`src/rtl/seq_alu.sv`:
```
`default_nettype none
// ============================================================================
//  Module   : seq_alu
//  Purpose  : Multicycle ALU with valid/ready handshakes on both sides.
//             Logic and arithmetic ops finish in one cycle.
//             Shifts advance one bit position per cycle.
//  Revision : 1.0 - initial release
// ============================================================================
module seq_alu #(
  parameter int W = 8
) (
  input  logic         Clk,
  input  logic         Reset,
  input  logic         in_valid,
  output logic         in_ready,
  input  logic [2:0]   op,
  input  logic [W-1:0] a,
  input  logic [W-1:0] b,
  output logic         out_valid,
  input  logic         out_ready,
  output logic [W-1:0] result,
  output logic         carry,
  output logic         zero
);

  // Shift-amount width is derived from W and is not meant to be overridden.
  localparam int SHW = $clog2(W);

  localparam logic [2:0] c_OP_ADD = 3'b000;
  localparam logic [2:0] c_OP_LSH = 3'b001;
  localparam logic [2:0] c_OP_RSH = 3'b010;
  localparam logic [2:0] c_OP_XOR = 3'b011;
  localparam logic [2:0] c_OP_AND = 3'b100;
  localparam logic [2:0] c_OP_OR  = 3'b101;
  localparam logic [2:0] c_OP_SUB = 3'b110;
  localparam logic [2:0] c_OP_ASR = 3'b111;

  typedef enum logic [1:0] {
    S_IDLE  = 2'd0,
    S_SHIFT = 2'd1,
    S_DONE  = 2'd2
  } state_t;

  state_t           r_state;
  state_t           w_state_nxt;
  logic [W-1:0]     r_acc;
  logic [SHW-1:0]   r_cnt;
  logic             r_carry;
  logic             r_zero;
  logic [2:0]       r_op;

  logic             w_accept;
  logic             w_is_shift;
  logic [SHW-1:0]   w_amt;
  logic [W:0]       w_sum;
  logic [W:0]       w_diff;
  logic [W-1:0]     w_alu_res;
  logic             w_alu_c;
  logic [W-1:0]     w_shf_res;
  logic             w_shf_c;

  assign in_ready   = (r_state == S_IDLE) && !Reset;
  assign w_accept   = in_valid && in_ready;
  assign w_is_shift = (op == c_OP_LSH) || (op == c_OP_RSH) || (op == c_OP_ASR);
  assign w_amt      = b[SHW-1:0];

  // Both arithmetic ops are formed at W+1 bits; the top bit is the carry
  // (for SUB a set carry means no borrow).
  assign w_sum  = {1'b0, a} + {1'b0, b};
  assign w_diff = {1'b0, a} + {1'b0, ~b} + {{W{1'b0}}, 1'b1};

  assign out_valid = (r_state == S_DONE);
  assign result    = r_acc;
  assign carry     = r_carry;
  assign zero      = r_zero;

  // Single-cycle result; shifts just load the operand with a cleared carry.
  always_comb begin
    w_alu_res = a;
    w_alu_c   = 1'b0;
    case (op)
      c_OP_ADD: begin w_alu_res = w_sum[W-1:0];  w_alu_c = w_sum[W];  end
      c_OP_SUB: begin w_alu_res = w_diff[W-1:0]; w_alu_c = w_diff[W]; end
      c_OP_XOR: w_alu_res = a ^ b;
      c_OP_AND: w_alu_res = a & b;
      c_OP_OR:  w_alu_res = a | b;
      default:  w_alu_res = a;
    endcase
  end

  // One-position shift step of the accumulator for the captured opcode.
  always_comb begin
    w_shf_res = r_acc;
    w_shf_c   = 1'b0;
    case (r_op)
      c_OP_LSH: begin w_shf_res = {r_acc[W-2:0], 1'b0};       w_shf_c = r_acc[W-1]; end
      c_OP_RSH: begin w_shf_res = {1'b0, r_acc[W-1:1]};       w_shf_c = r_acc[0];   end
      c_OP_ASR: begin w_shf_res = {r_acc[W-1], r_acc[W-1:1]}; w_shf_c = r_acc[0];   end
      default:  begin w_shf_res = r_acc;                      w_shf_c = 1'b0;       end
    endcase
  end

  // Next-state logic: zero-amount shifts skip SHIFT entirely.
  always_comb begin
    w_state_nxt = r_state;
    case (r_state)
      S_IDLE: begin
        if (w_accept) begin
          w_state_nxt = (w_is_shift && (w_amt != '0)) ? S_SHIFT : S_DONE;
        end
      end
      S_SHIFT: begin
        if (r_cnt == SHW'(1)) w_state_nxt = S_DONE;
      end
      S_DONE: begin
        if (out_ready) w_state_nxt = S_IDLE;
      end
      default: w_state_nxt = S_IDLE;
    endcase
  end

  // State register; reset aborts any in-flight operation.
  always_ff @(posedge Clk or posedge Reset) begin
    if (Reset) r_state <= S_IDLE;
    else       r_state <= w_state_nxt;
  end

  // Datapath: capture at acceptance, step during SHIFT, hold in DONE.
  always_ff @(posedge Clk or posedge Reset) begin
    if (Reset) begin
      r_acc   <= '0;
      r_cnt   <= '0;
      r_carry <= 1'b0;
      r_zero  <= 1'b0;
      r_op    <= 3'b000;
    end else begin
      case (r_state)
        S_IDLE: begin
          if (w_accept) begin
            r_op    <= op;
            r_acc   <= w_alu_res;
            r_carry <= w_alu_c;
            r_zero  <= (w_alu_res == '0);
            r_cnt   <= w_is_shift ? w_amt : '0;
          end
        end
        S_SHIFT: begin
          r_acc   <= w_shf_res;
          r_carry <= w_shf_c;
          r_zero  <= (w_shf_res == '0);
          r_cnt   <= r_cnt - SHW'(1);
        end
        default: begin
        end
      endcase
    end
  end

endmodule
`default_nettype wire
```
`config.mk`:
```
export PLATFORM = sky130hd
export DESIGN_NAME = seq_alu
export DESIGN_NICKNAME = d
export VERILOG_FILES = /design/src/rtl/seq_alu.sv
export SDC_FILE = /design/constraint.sdc
export NUM_CORES = 1
export LEC_CHECK = 0
export CORE_MARGIN = 2
export CORE_UTILIZATION = 30
export CTS_CLUSTER_SIZE = 24
export DETAILED_ROUTE_END_ITERATION = 7
export DONT_BUFFER_PORTS = 1
export GPL_TIMING_DRIVEN = 0
export PLACE_DENSITY_LB_ADDON = 0.1
export SLEW_MARGIN = 10
export SYNTH_ARGS = -nofsm -noshare
export SYNTH_HDL_FRONTEND = slang
export SYNTH_SLANG_ARGS = --single-unit
```
`constraint.sdc`:
```
create_clock -name Clk -period 2 [get_ports Clk]
set_input_delay 0.3 -clock Clk [delete_from_list [all_inputs] [get_ports Clk]]
set_output_delay 0.3 -clock Clk [all_outputs]
set_load 0.02 [all_outputs]
```
==> summary.md <==
| Metric | Value |
|---|---|
| Status | complete, but fails checks |
| Failing checks | setup timing |
| IO Pins | 35 |
| IO buf count | 0 |
| DR vias/cell | about 5.6 |
| Slew headroom | 51.2% |
| Slowest-stage cell, CP | maj3_1 |
| Initial antenna violation count | 0 |
| Post-route DRC | 0 |
| CTS Buf Count | 3 |
| Asr flop ratio synth | 100% |
| Synthesized instance count | 328 |
| Core Rows | 34 |
| Starting Density | 30.4% |
| Reg-to-reg startpoint | r_op[2] |
| HP Class | input pin to asynchronous set/reset pin |
| Register area share after synthesis | between 10% and 20% |
| Clock sink count | 18 |
| Clock root cell | clkbuf_8 |
| Max H-tree Level | 1 |
| FF-to-FF path depth | 7 |
| Ys flop type | dfrtp_1 |
| Crit path DAT | 2200 ps |
| Power Density | 817 nW/um^2 |
| Worst-path fanout max | 9 |
| Data required, critical path | 2160 ps |
| Antenna-violating nets left | 0 |
| Fin crit period | 2040 ps |
| Placer Congestion | 0.782 |
| Slew Limit Fails | 0 |
| Wire length after detailed routing | 7630 um |
| Placed Area | about 2900 sq um |
| Post-synth EDFFs | 0 |
| Static Leak | about 1.2 nW |
| Total track usage | 16.4% |
| Core Util, Final | 34.9% |
| Hpwl dp | slightly above 6000 um |
| Core Region | 8590 sq um |
| Post-Syn Area | approximately 2600 sq um |
| Max-Cap Viols | 0 |
| Crit. End Element | flop |
| Final worst slack | -41.3 ps |
| Grt total ovfl | 0 |
| Clock power share | 12.5% |
| Synthesized flop and latch total | 18 |
| R2R Path End | zero |
| Final worst path period share | 102% |
| Final setup fails | 3 |
| Bufs and invs on worst path | 2 |
| First-pass GRT wire length | 13000 um |
| Setup TNS | -83.4 ps |
| Final hold slack | 48.8 ps |
| Switch Pwr | 1.19 mW |
| Combinational fraction of design power | 53.6% |
| Clock tree buffer depth | 2 |
| Internal reg-to-reg setup slack | -40 ps |
| Die width | 97.4 um |
| Worst path cell trace | buf_2, inv_1, maj3_1, o221a_2, nor4_2, a41oi_1, o41ai_2 |
| Least-Margin Pin Slew | approximately 730 ps |
| Clk Latency, worst-skew pair | 260 ps |
| Area growth syn-to-layout | 14.7% |
| Finished Cell Area | 3000 sq um |
| Cell-internal power | ~1.3 mW |
| CTS tree | done |
| Avg Cell Area, Syn | 7.98 sq um |
| Maximum VDD drop | about 0.00027 V |
| Die area | 9480 sq um |
| Via count | 2464 |
| Top Family by Delay on Critical Path | compound AO/OA/AOI/OAI gates |
| Seq pwr share | approximately 34% |
| Final hold viol count | 0 |
| CP max stage delay | 450 ps |
| Setup CP Type | flop to flop |
| Max Clock Freq | 490 MHz |
| Die Ht | 97.4 um |
| Hold-fix buffers at CTS | 0 |
| Antenna diode count | 0 |
| Drt pass-1 iters | 4 |
| Critical Path Stages | 7 |
| Clk slew on worst S/H paths | 70 ps |
| Wire per inst | 17.3 um |
| Critical path endpoint | zero |
| Syn nets | 379 |
| Pin count of the biggest net entering global routing | 19 |
| Net Sw Frac | between 40% and 50% |
| Crit start category | flop |
| Layout cells sized above 1 | 20.2% |
| Clock skew | around 3.5 ps |
| Fin nets | 384 |
| RSZ-0062 raised after global routing | yes |
| Crit path from | r_op[2] |
| Vias in the first global route | 2438 |
| Synth cell types | 73 |
| Total number of yosys warnings | 0 |
| Starting DRT DRC Count | 73 |
[worst min path at each step]
stage | from | to | slack, ps | cells after the start
final | Reset | r_state[1] | 50 | 1
after global routing | Reset | result[5] | 130 | 1
after CTS | Reset | result[5] | 90 | 1
after detailed placement | Reset | r_state[0] | 380 | 1
after global placement | Reset | r_state[0] | 350 | 1
after floorplan | Reset | carry | 240 | 1
[per-layer routing]
layer  global-route usage [%]  share of wire, %  up-vias
met1                     22.5                47     1172
met3                     2.16               4.4       11
li1                         -                 -     1221
met5                        0                 0        -
met4                     4.27               1.6        0
met2                     27.3                47       60
[synthesized netlist by cell type (4+ instances only)]
master    number  share of area (%)
mux2i_1        4                1.5
nand3_1        6                1.1
o22ai_1        4               0.96
nor4_1         4               0.96
o21a_1         4                1.1
a21oi_1       16                3.1
or3_1          5                1.2
a221o_1        6                2.3
xor2_1         4                1.3
o31ai_1        7                2.0
nand2_1       20                2.9
nor2b_1        4               0.96
dfrtp_1       18                 17
buf_2          6                1.1
inv_1         29                4.2
o21ai_0       11                2.1
buf_4          4                1.1
o221ai_1       6                2.0
nand2b_1      10                2.4
nor3_1        12                2.3
clkbuf_1       7                1.0
ha_1          26                 12
nor2_1        32                4.6
[power groups by stage]
stage,registers [mW],clock network [mW],logic (mW)
2_1_floorplan,0.771,0,1.03
6_report,0.832,0.306,1.31
5_1_grt,0.864,0.330,1.49
4_1_cts,0.832,0.314,1.31
3_3_place_gp,0.838,0,1.27
3_5_place_dp,0.840,0,1.27
[state kept, by name, summed over array words and instances (netlist names)]
name,flops
r_op,3
r_cnt,3
zero,1
result,8
r_state,2
carry,1
[cell families (layout without fill, tap and decap cells)]
group / Yosys count / in the layout / synth area share (%)
AOI/OAI and AO/OA: 103 / 103 / 30.6
xor gates and xnor gates: 5 / 5 / 1.96
adders and majority gates: 29 / 29 / 14.3
buffers and inverters: 52 / 56 / 9.18
DFF: 18 / 18 / 17.2
muxes: 10 / 10 / 5.12
and+or+nand+nor: 111 / 111 / 21.6
[worst register-to-register path: stages (launching register included)]
cell	delay [ps]
dfrtp_1	320
buf_2	190
inv_1	100
maj3_1	450
o221a_2	330
nor4_2	250
a41oi_1	220
o41ai_2	90
[cell type report]
| class | count | area (sq um) |
|---|---|---|
| Fill cell | 922 | 5590 |
| Multi-Input combinational cell | 258 | 2090 |
| Sequential cell | 18 | 450 |
| Tap cell | 108 | 135 |
| Buffer | 21 | 130 |
| Inverter | 30 | 129 |
| Clock buffer | 4 | 55.1 |
| Timing Repair Buffer | 1 | 7.51 |
[metrics by stage]
step / cells / power [mW] / setup slack, ps
floorplan: 328 / 1.80 / -184
global route: 440 / 2.68 / -185
detailed placement: 436 / 2.11 / -594
finish: 440 / 2.45 / -41.3
global placement: 436 / 2.11 / -554
CTS: 441 / 2.45 / -50.2
[placed cells by master, fill, tap and decap left out, types with 4 or more instances in the layout]
cell type  Yosys  layout
o221ai_1       6       6
inv_2          1       6
nor2_1        32      32
nor3_2         0       5
xor2_1         4       4
dfrtp_1       18      18
a221o_1        6       6
ha_4           0       6
mux2i_1        4       4
nand2b_1      10      10
buf_2          6       6
ha_1          26      20
clkbuf_2       0       5
o31ai_1        7       6
o21a_1         4       4
a21oi_1       16      16
o21ai_0       11      10
o22ai_1        4       4
nand3_1        6       6
nand2_1       20      20
or3_1          5       5
nor3_1        12       6
inv_1         29      22
buf_6          3       4
clkbuf_8       0       4
[timing repair]
item                       4_1_cts  5_1_grt
buffers inserted                 1        0
resized for setup                8       12
setup endpoints to repair        4        8
pin swaps                        3        4
(Power assumes the default switching activity.)
